## config.mk

```make
export PLATFORM = sky130hd
export DESIGN_NAME = ex_operand_stage
export DESIGN_NICKNAME = d
export VERILOG_FILES = /design/src/rtl/ex_pkg.sv /design/src/rtl/ex_operand_stage_fwd_mux.sv /design/src/rtl/ex_operand_stage.sv
export SDC_FILE = /design/constraint.sdc
export NUM_CORES = 1
export LEC_CHECK = 0
export ABC_AREA = 0
export ABC_CLOCK_PERIOD_IN_PS = 2100
export BUFFER_PORTS_ARGS = -buffer_cell sky130_fd_sc_hd__buf_2
export CORE_AREA = 2 2 146 148
export DETAILED_ROUTE_END_ITERATION = 10
export DIE_AREA = 0 0 148 150
export PLACE_DENSITY_LB_ADDON = 0.15
export SYNTH_ARGS = -nofsm -noshare
export SYNTH_HDL_FRONTEND = slang
export SYNTH_SLANG_ARGS = --single-unit
```

## constraint.sdc

```tcl
create_clock -name i_clk -period 2.1 [get_ports i_clk]
set_input_delay 0.105 -clock i_clk [delete_from_list [all_inputs] [get_ports i_clk]]
set_output_delay 0.105 -clock i_clk [all_outputs]
set_load 0.02 [all_outputs]
```

## src/rtl/ex_pkg.sv

```systemverilog
// Shared types for the RV32I ID/EX operand stage: ALU opcodes, operand selects,
// the registered ID/EX packet and the forwarding match rule.
// No logic latency; no flow control.
package ex_pkg;

    localparam int EX_XLEN   = 32;
    localparam int EX_REG_AW = 5;

    localparam logic [3:0] ALU_ADD  = 4'd0;
    localparam logic [3:0] ALU_SUB  = 4'd1;
    localparam logic [3:0] ALU_SLT  = 4'd2;
    localparam logic [3:0] ALU_SLTU = 4'd3;
    localparam logic [3:0] ALU_XOR  = 4'd4;
    localparam logic [3:0] ALU_OR   = 4'd5;
    localparam logic [3:0] ALU_AND  = 4'd6;
    localparam logic [3:0] ALU_SLL  = 4'd7;
    localparam logic [3:0] ALU_SRL  = 4'd8;
    localparam logic [3:0] ALU_SRA  = 4'd9;

    typedef enum logic [1:0] {
        OPA_RS1  = 2'd0,
        OPA_PC   = 2'd1,
        OPA_ZERO = 2'd2
    } opa_sel_e;

    typedef enum logic [1:0] {
        OPB_RS2  = 2'd0,
        OPB_IMM  = 2'd1,
        OPB_FOUR = 2'd2
    } opb_sel_e;

    typedef struct packed {
        logic                 valid;
        logic [EX_XLEN-1:0]   pc;
        logic [EX_REG_AW-1:0] rs1_addr;
        logic [EX_REG_AW-1:0] rs2_addr;
        logic [EX_XLEN-1:0]   rs1_data;
        logic [EX_XLEN-1:0]   rs2_data;
        logic [EX_XLEN-1:0]   imm;
        logic [3:0]           alu_op;
        opa_sel_e             opa_sel;
        opb_sel_e             opb_sel;
        logic [EX_REG_AW-1:0] rd_addr;
        logic                 rd_wren;
        logic                 mem_rden;
    } id_ex_pkt_t;

    // Reset and flush both load this, so a bubble never carries stale fields.
    function automatic id_ex_pkt_t bubble_pkt();
        id_ex_pkt_t p;
        p          = '0;
        p.alu_op   = ALU_ADD;
        p.opa_sel  = OPA_RS1;
        p.opb_sel  = OPB_RS2;
        return p;
    endfunction

    // x0 is hard-wired zero, so a write to it must never be forwarded.
    function automatic logic fwd_match(input logic [EX_REG_AW-1:0] rs,
                                       input logic [EX_REG_AW-1:0] rd,
                                       input logic                 wren);
        return wren && (rd != '0) && (rd == rs);
    endfunction

endpackage

```

## src/rtl/ex_operand_stage_fwd_mux.sv

```systemverilog
// Bypass select for one source register: MEM result, else WB result, else register file data.
// Purely combinational; no flow control.
// No backpressure.
module fwd_mux
    import ex_pkg::*;
#(
    parameter int XLEN   = EX_XLEN,
    parameter int REG_AW = EX_REG_AW
) (
    input  logic [REG_AW-1:0] rs_addr,
    input  logic [XLEN-1:0]   rs_data,
    input  logic [REG_AW-1:0] mem_rd_addr,
    input  logic              mem_rd_wren,
    input  logic [XLEN-1:0]   mem_data,
    input  logic [REG_AW-1:0] wb_rd_addr,
    input  logic              wb_rd_wren,
    input  logic [XLEN-1:0]   wb_data,
    output logic [XLEN-1:0]   fwd_data
);

    always_comb begin
        fwd_data = rs_data;
        if (fwd_match(rs_addr, mem_rd_addr, mem_rd_wren)) begin
            fwd_data = mem_data;
        end else if (fwd_match(rs_addr, wb_rd_addr, wb_rd_wren)) begin
            fwd_data = wb_data;
        end
    end

endmodule

```

## src/rtl/ex_operand_stage.sv

```systemverilog
// ID/EX pipeline register with MEM/WB forwarding, ALU operand select and load-use detection.
// Latency: ID instruction on EX outputs one cycle after capture; operands are combinational from it.
// Backpressure: i_stall holds EX, i_flush loads a bubble (wins); EX_PERF_CNT_EN adds counters.
module ex_operand_stage
    import ex_pkg::*;
#(
    parameter int XLEN   = EX_XLEN,
    parameter int REG_AW = EX_REG_AW
) (
    input  logic              i_clk,
    input  logic              i_rst_n,
    input  logic              i_stall,
    input  logic              i_flush,
    input  logic              i_id_valid,
    input  logic [XLEN-1:0]   i_id_pc,
    input  logic [REG_AW-1:0] i_id_rs1_addr,
    input  logic [REG_AW-1:0] i_id_rs2_addr,
    input  logic [XLEN-1:0]   i_id_rs1_data,
    input  logic [XLEN-1:0]   i_id_rs2_data,
    input  logic [XLEN-1:0]   i_id_imm,
    input  logic [3:0]        i_id_alu_op,
    input  logic [1:0]        i_id_opa_sel,
    input  logic [1:0]        i_id_opb_sel,
    input  logic [REG_AW-1:0] i_id_rd_addr,
    input  logic              i_id_rd_wren,
    input  logic              i_id_mem_rden,
    input  logic [REG_AW-1:0] i_mem_rd_addr,
    input  logic [REG_AW-1:0] i_wb_rd_addr,
    input  logic              i_mem_rd_wren,
    input  logic              i_wb_rd_wren,
    input  logic [XLEN-1:0]   i_mem_fwd_data,
    input  logic [XLEN-1:0]   i_wb_fwd_data,
    output logic [XLEN-1:0]   o_operand_a,
    output logic [XLEN-1:0]   o_operand_b,
    output logic [3:0]        o_alu_op,
    output logic [XLEN-1:0]   o_store_data,
    output logic [XLEN-1:0]   o_pc,
    output logic [REG_AW-1:0] o_rd_addr,
    output logic              o_rd_wren,
    output logic              o_mem_rden,
    output logic              o_valid,
    output logic              o_load_use
`ifdef EX_PERF_CNT_EN
    ,
    output logic [31:0]       o_fwd_cnt,
    output logic [31:0]       o_bubble_cnt
`endif
);

    id_ex_pkt_t      ex_q;
    id_ex_pkt_t      id_pkt;
    logic [XLEN-1:0] fwd_rs1;
    logic [XLEN-1:0] fwd_rs2;

    always_comb begin
        id_pkt          = bubble_pkt();
        id_pkt.valid    = i_id_valid;
        id_pkt.pc       = i_id_pc;
        id_pkt.rs1_addr = i_id_rs1_addr;
        id_pkt.rs2_addr = i_id_rs2_addr;
        id_pkt.rs1_data = i_id_rs1_data;
        id_pkt.rs2_data = i_id_rs2_data;
        id_pkt.imm      = i_id_imm;
        id_pkt.alu_op   = i_id_alu_op;
        id_pkt.opa_sel  = opa_sel_e'(i_id_opa_sel);
        id_pkt.opb_sel  = opb_sel_e'(i_id_opb_sel);
        id_pkt.rd_addr  = i_id_rd_addr;
        id_pkt.rd_wren  = i_id_rd_wren;
        id_pkt.mem_rden = i_id_mem_rden;
    end

    always_ff @(posedge i_clk) begin
        if (!i_rst_n || i_flush) begin
            ex_q <= bubble_pkt();
        end else if (!i_stall) begin
            ex_q <= id_pkt;
        end
    end

    fwd_mux #(.XLEN(XLEN), .REG_AW(REG_AW)) u_fwd_rs1 (
        .rs_addr     (ex_q.rs1_addr),
        .rs_data     (ex_q.rs1_data),
        .mem_rd_addr (i_mem_rd_addr),
        .mem_rd_wren (i_mem_rd_wren),
        .mem_data    (i_mem_fwd_data),
        .wb_rd_addr  (i_wb_rd_addr),
        .wb_rd_wren  (i_wb_rd_wren),
        .wb_data     (i_wb_fwd_data),
        .fwd_data    (fwd_rs1)
    );

    fwd_mux #(.XLEN(XLEN), .REG_AW(REG_AW)) u_fwd_rs2 (
        .rs_addr     (ex_q.rs2_addr),
        .rs_data     (ex_q.rs2_data),
        .mem_rd_addr (i_mem_rd_addr),
        .mem_rd_wren (i_mem_rd_wren),
        .mem_data    (i_mem_fwd_data),
        .wb_rd_addr  (i_wb_rd_addr),
        .wb_rd_wren  (i_wb_rd_wren),
        .wb_data     (i_wb_fwd_data),
        .fwd_data    (fwd_rs2)
    );

    always_comb begin
        case (ex_q.opa_sel)
            OPA_RS1: o_operand_a = fwd_rs1;
            OPA_PC:  o_operand_a = ex_q.pc;
            default: o_operand_a = '0;
        endcase
        case (ex_q.opb_sel)
            OPB_RS2:  o_operand_b = fwd_rs2;
            OPB_IMM:  o_operand_b = ex_q.imm;
            OPB_FOUR: o_operand_b = XLEN'(4);
            default:  o_operand_b = '0;
        endcase
    end

    assign o_alu_op     = ex_q.alu_op;
    assign o_store_data = fwd_rs2;
    assign o_pc         = ex_q.pc;
    assign o_rd_addr    = ex_q.rd_addr;
    assign o_rd_wren    = ex_q.valid & ex_q.rd_wren;
    assign o_mem_rden   = ex_q.valid & ex_q.mem_rden;
    assign o_valid      = ex_q.valid;

    // Load data only exists after MEM, so a dependent instruction in ID must wait one cycle.
    assign o_load_use = ex_q.valid && ex_q.mem_rden && (ex_q.rd_addr != '0) && i_id_valid &&
                        ((ex_q.rd_addr == i_id_rs1_addr) || (ex_q.rd_addr == i_id_rs2_addr));

`ifdef EX_PERF_CNT_EN
    logic fwd_used;

    always_comb begin
        fwd_used = ((ex_q.opa_sel == OPA_RS1) &&
                    (fwd_match(ex_q.rs1_addr, i_mem_rd_addr, i_mem_rd_wren) ||
                     fwd_match(ex_q.rs1_addr, i_wb_rd_addr, i_wb_rd_wren))) ||
                   ((ex_q.opb_sel == OPB_RS2) &&
                    (fwd_match(ex_q.rs2_addr, i_mem_rd_addr, i_mem_rd_wren) ||
                     fwd_match(ex_q.rs2_addr, i_wb_rd_addr, i_wb_rd_wren)));
    end

    always_ff @(posedge i_clk) begin
        if (!i_rst_n) begin
            o_fwd_cnt    <= '0;
            o_bubble_cnt <= '0;
        end else begin
            if (i_flush) begin
                o_bubble_cnt <= o_bubble_cnt + 32'd1;
            end
            if (ex_q.valid && !i_stall && fwd_used) begin
                o_fwd_cnt <= o_fwd_cnt + 32'd1;
            end
        end
    end
`endif

endmodule

```

==> impl_metrics.json <==
{
  "status": "finished, violations left",
  "failed_checks": "setup timing",
  "clkTransAtPathRegs_ns": 0.07,
  "critPathLaunch": "ex_q[118]",
  "synth_fp_nets": 1129,
  "htreeDepth": 4,
  "ys_types": 35,
  "nets": 1654,
  "grt_max_degree": 41,
  "numCtsBuffers": 17,
  "insertion_delay_ns": 0.41,
  "ys_seq_area_share_pct": 38.0,
  "crit_end": "o_operand_a[1]",
  "die-area_um2": 22200,
  "timing.rr.start": "ex_q[118]",
  "grt_usage_pct": 28.1,
  "rsz0062_at_grt": "yes",
  "coreArea_um2": 20700,
  "dpl_cell_area_um2": 10400,
  "end_kind": "output pin",
  "clock-sinks": 154,
  "finalCritPeriodShare_pct": 121,
  "drc": 0,
  "required_ns": 2.00,
  "grt-ovfl-total": 0,
  "synth_top_area_cell": "dfxtp_1",
  "relSlewSlack_pct": 64.7,
  "drtAntennaViolNets": 0,
  "num_io_pins": 375,
  "layout_common_cells": "322 x buf_2, 179 x nor2_1, 176 x mux2i_1",
  "via_per_inst": 5.18,
  "powerDensity_nw_per_um2": 574,
  "drt_iter0_drc": 488,
  "die_h_um": 150,
  "wl_um": 34500,
  "final_cell_area_um2": 14000,
  "crit_path_start_kind": "flop",
  "hold_path_class": "primary input to flop",
  "tightest_slew_ns": 0.530,
  "n_antenna_cell": 0,
  "synthTopCellsByArea": "dfxtp_1 38%, mux2i_1 27%, nor2_1 8.7%, buf_4 4.2%, o21ai_1 3.7%",
  "row_count": 53,
  "cts-root-buf": "clkbuf_16",
  "final.setup.worst_slack_ns": -0.432,
  "synth_top_area_share_pct": 38.0,
  "setup_violations": 96,
  "max_freq_mhz": 395,
  "syn_to_final_growth_pct": 72.9,
  "gp_congestion": 0.942,
  "r2r_cells": 4,
  "port_buffers": 374,
  "layout-drive-gt1-share_pct": 42.5,
  "slew_viol_final": 0,
  "synth.cell_area_um2": 8110,
  "final_cells": 1707,
  "first_pass_iters": 5,
  "vdd_ir_drop_max_uv": 555,
  "syn_inst": 895,
  "grt_pass1_wl_um": 47700,
  "timing.rr.end": "ex_q[118]",
  "ys_ff_latch": 154,
  "clk_path_buf_depth": 2,
  "drv_cap": 0,
  "initial_core_util_pct": 39.2,
  "min_period_ns": 2.53,
  "routedWlPerCell_um": 20.2,
  "tritoncts": "yes",
  "layout_commonest_cell": "buf_2",
  "clock_skew_ns": 0,
  "dp_cells": 1489,
  "antenna_found_initial": 0,
  "r2r_setup_slack_ns": 1.23,
  "dp_hpwl_um": 21900,
  "avgSynthCellArea_um2": 9.06,
  "cp.arrival_ns": 2.43,
  "dieWidth_um": 148,
  "hold_violations": 0,
  "criticalPathCategory": "flop to output pin",
  "vias": 8837,
  "grt_pass1_vias": 8576,
  "leakage_nw": 6.30,
  "cp_max_fo": 7,
  "yosys_warnings": 0
}
Yosys cell counts:
master    instances
nand3_1           5
or3_1             2
o31ai_1           1
and3b_1           1
or4_1             3
a32oi_1          30
xor2_1            7
o211ai_1          1
mux2i_1         218
nor4_2            1
nand2b_1          1
nand2_1           8
nor4_1            1
a22oi_1          32
xnor2_1          21
a21oi_1          34
nor3_1            2
o21ai_1          60
clkbuf_1         35
buf_4            45
nor4b_2           1
nand3b_1          1
buf_1            12
o21ai_0           3
o311ai_1          1
clkbuf_2          1
a31oi_1           1
o21ai_2           1
buf_2            11
nor2b_1           3
and2_1            2
buf_6             6
a211oi_4          2
nor2_1          188
dfxtp_1         154
kinds of logic after synthesis:
logic type	count (synthesis)	share of synthesized area [%]
multiplexers	218	26.9
buffers and inverters	110	7.91
AO/OA/AOI/OAI	166	13.2
AND/OR/NAND/NOR	219	11.0
XOR/XNOR	28	3.02
flip-flops	154	38.0
critical path, stage by stage (launching register included):
cell,delay (ns)
dfxtp_2,0.32
buf_6,0.11
or3_4,0.37
a211oi_4,0.32
buf_12,0.20
buf_12,0.11
buf_6,0.09
mux2i_1,0.21
o21ai_1,0.10
buf_4,0.16
registers in the layout, summed over array words and instances, names as in the netlist:
| name | cells |
|---|---|
| ex_q | 112 |
| o_pc | 32 |
| o_rd_addr | 5 |
| o_alu_op | 4 |
| o_valid | 1 |
report_power, final:
part           total [mW]  leakage (nW)  internal, mW  switching [mW]
clock network        3.23         0.281          1.92            1.31
logic                1.72          4.76         0.872           0.852
registers            3.10          1.26          3.02          0.0809
total                8.05          6.30          5.81            2.25
area by class of cell:
cell class              count  area [um^2]
flip-flops and latches    154         3090
fillers                  1653         6660
well taps                 275          344
repair buffers            616         4830
clock buffers              19          443
multi-input cells         631         5150
clock inverters            12          165
how the worst min path moves through the flow:
| stage | startpoint | end | cells after the start |
|---|---|---|---|
| after floorplan | i_id_mem_rden | ex_q[0] | 2 |
| after global placement | i_id_rs1_data[22] | ex_q[101] | 3 |
| after detailed placement | i_id_imm[14] | ex_q[29] | 3 |
| after CTS | i_id_rs1_addr[2] | ex_q[118] | 3 |
| after global routing | i_id_rs1_addr[2] | ex_q[118] | 3 |
| final | i_id_rs1_addr[2] | ex_q[118] | 3 |
through the flow:
step	hold slack [ns]	utilization, %	TNS (ns)	power (mW)	setup slack [ns]
2_1_floorplan	0.249	-	0	3.84	0.175
3_3_place_gp	0.332	50.1	-11.25	4.41	-0.420
3_5_place_dp	0.342	50.1	-12.76	4.42	-0.443
4_1_cts	0.00186	63.3	-37.04	7.95	-0.471
5_1_grt	0.0303	67.8	-39.68	8.34	-0.505
6_report	0.0315	67.8	-32.68	8.05	-0.432
timing repair:
item                                   CTS  global route
gates resized for setup                 71           186
hold buffers                           152             0
setup buffers                           18             7
pin swaps                                8            26
setup endpoints to repair               96            96
endpoints found under the hold margin  152             0
gates cloned                             5             8
layer usage:
layer	part of all wire (%)	track usage, %	vias to the layer above
li1	-	-	4202
met1	40	33.4	4163
met2	50	49.8	412
met3	6.6	6.10	60
met4	2.6	10.2	0
met5	0	0	-
Note: power is estimated with default switching activity, not from simulation.
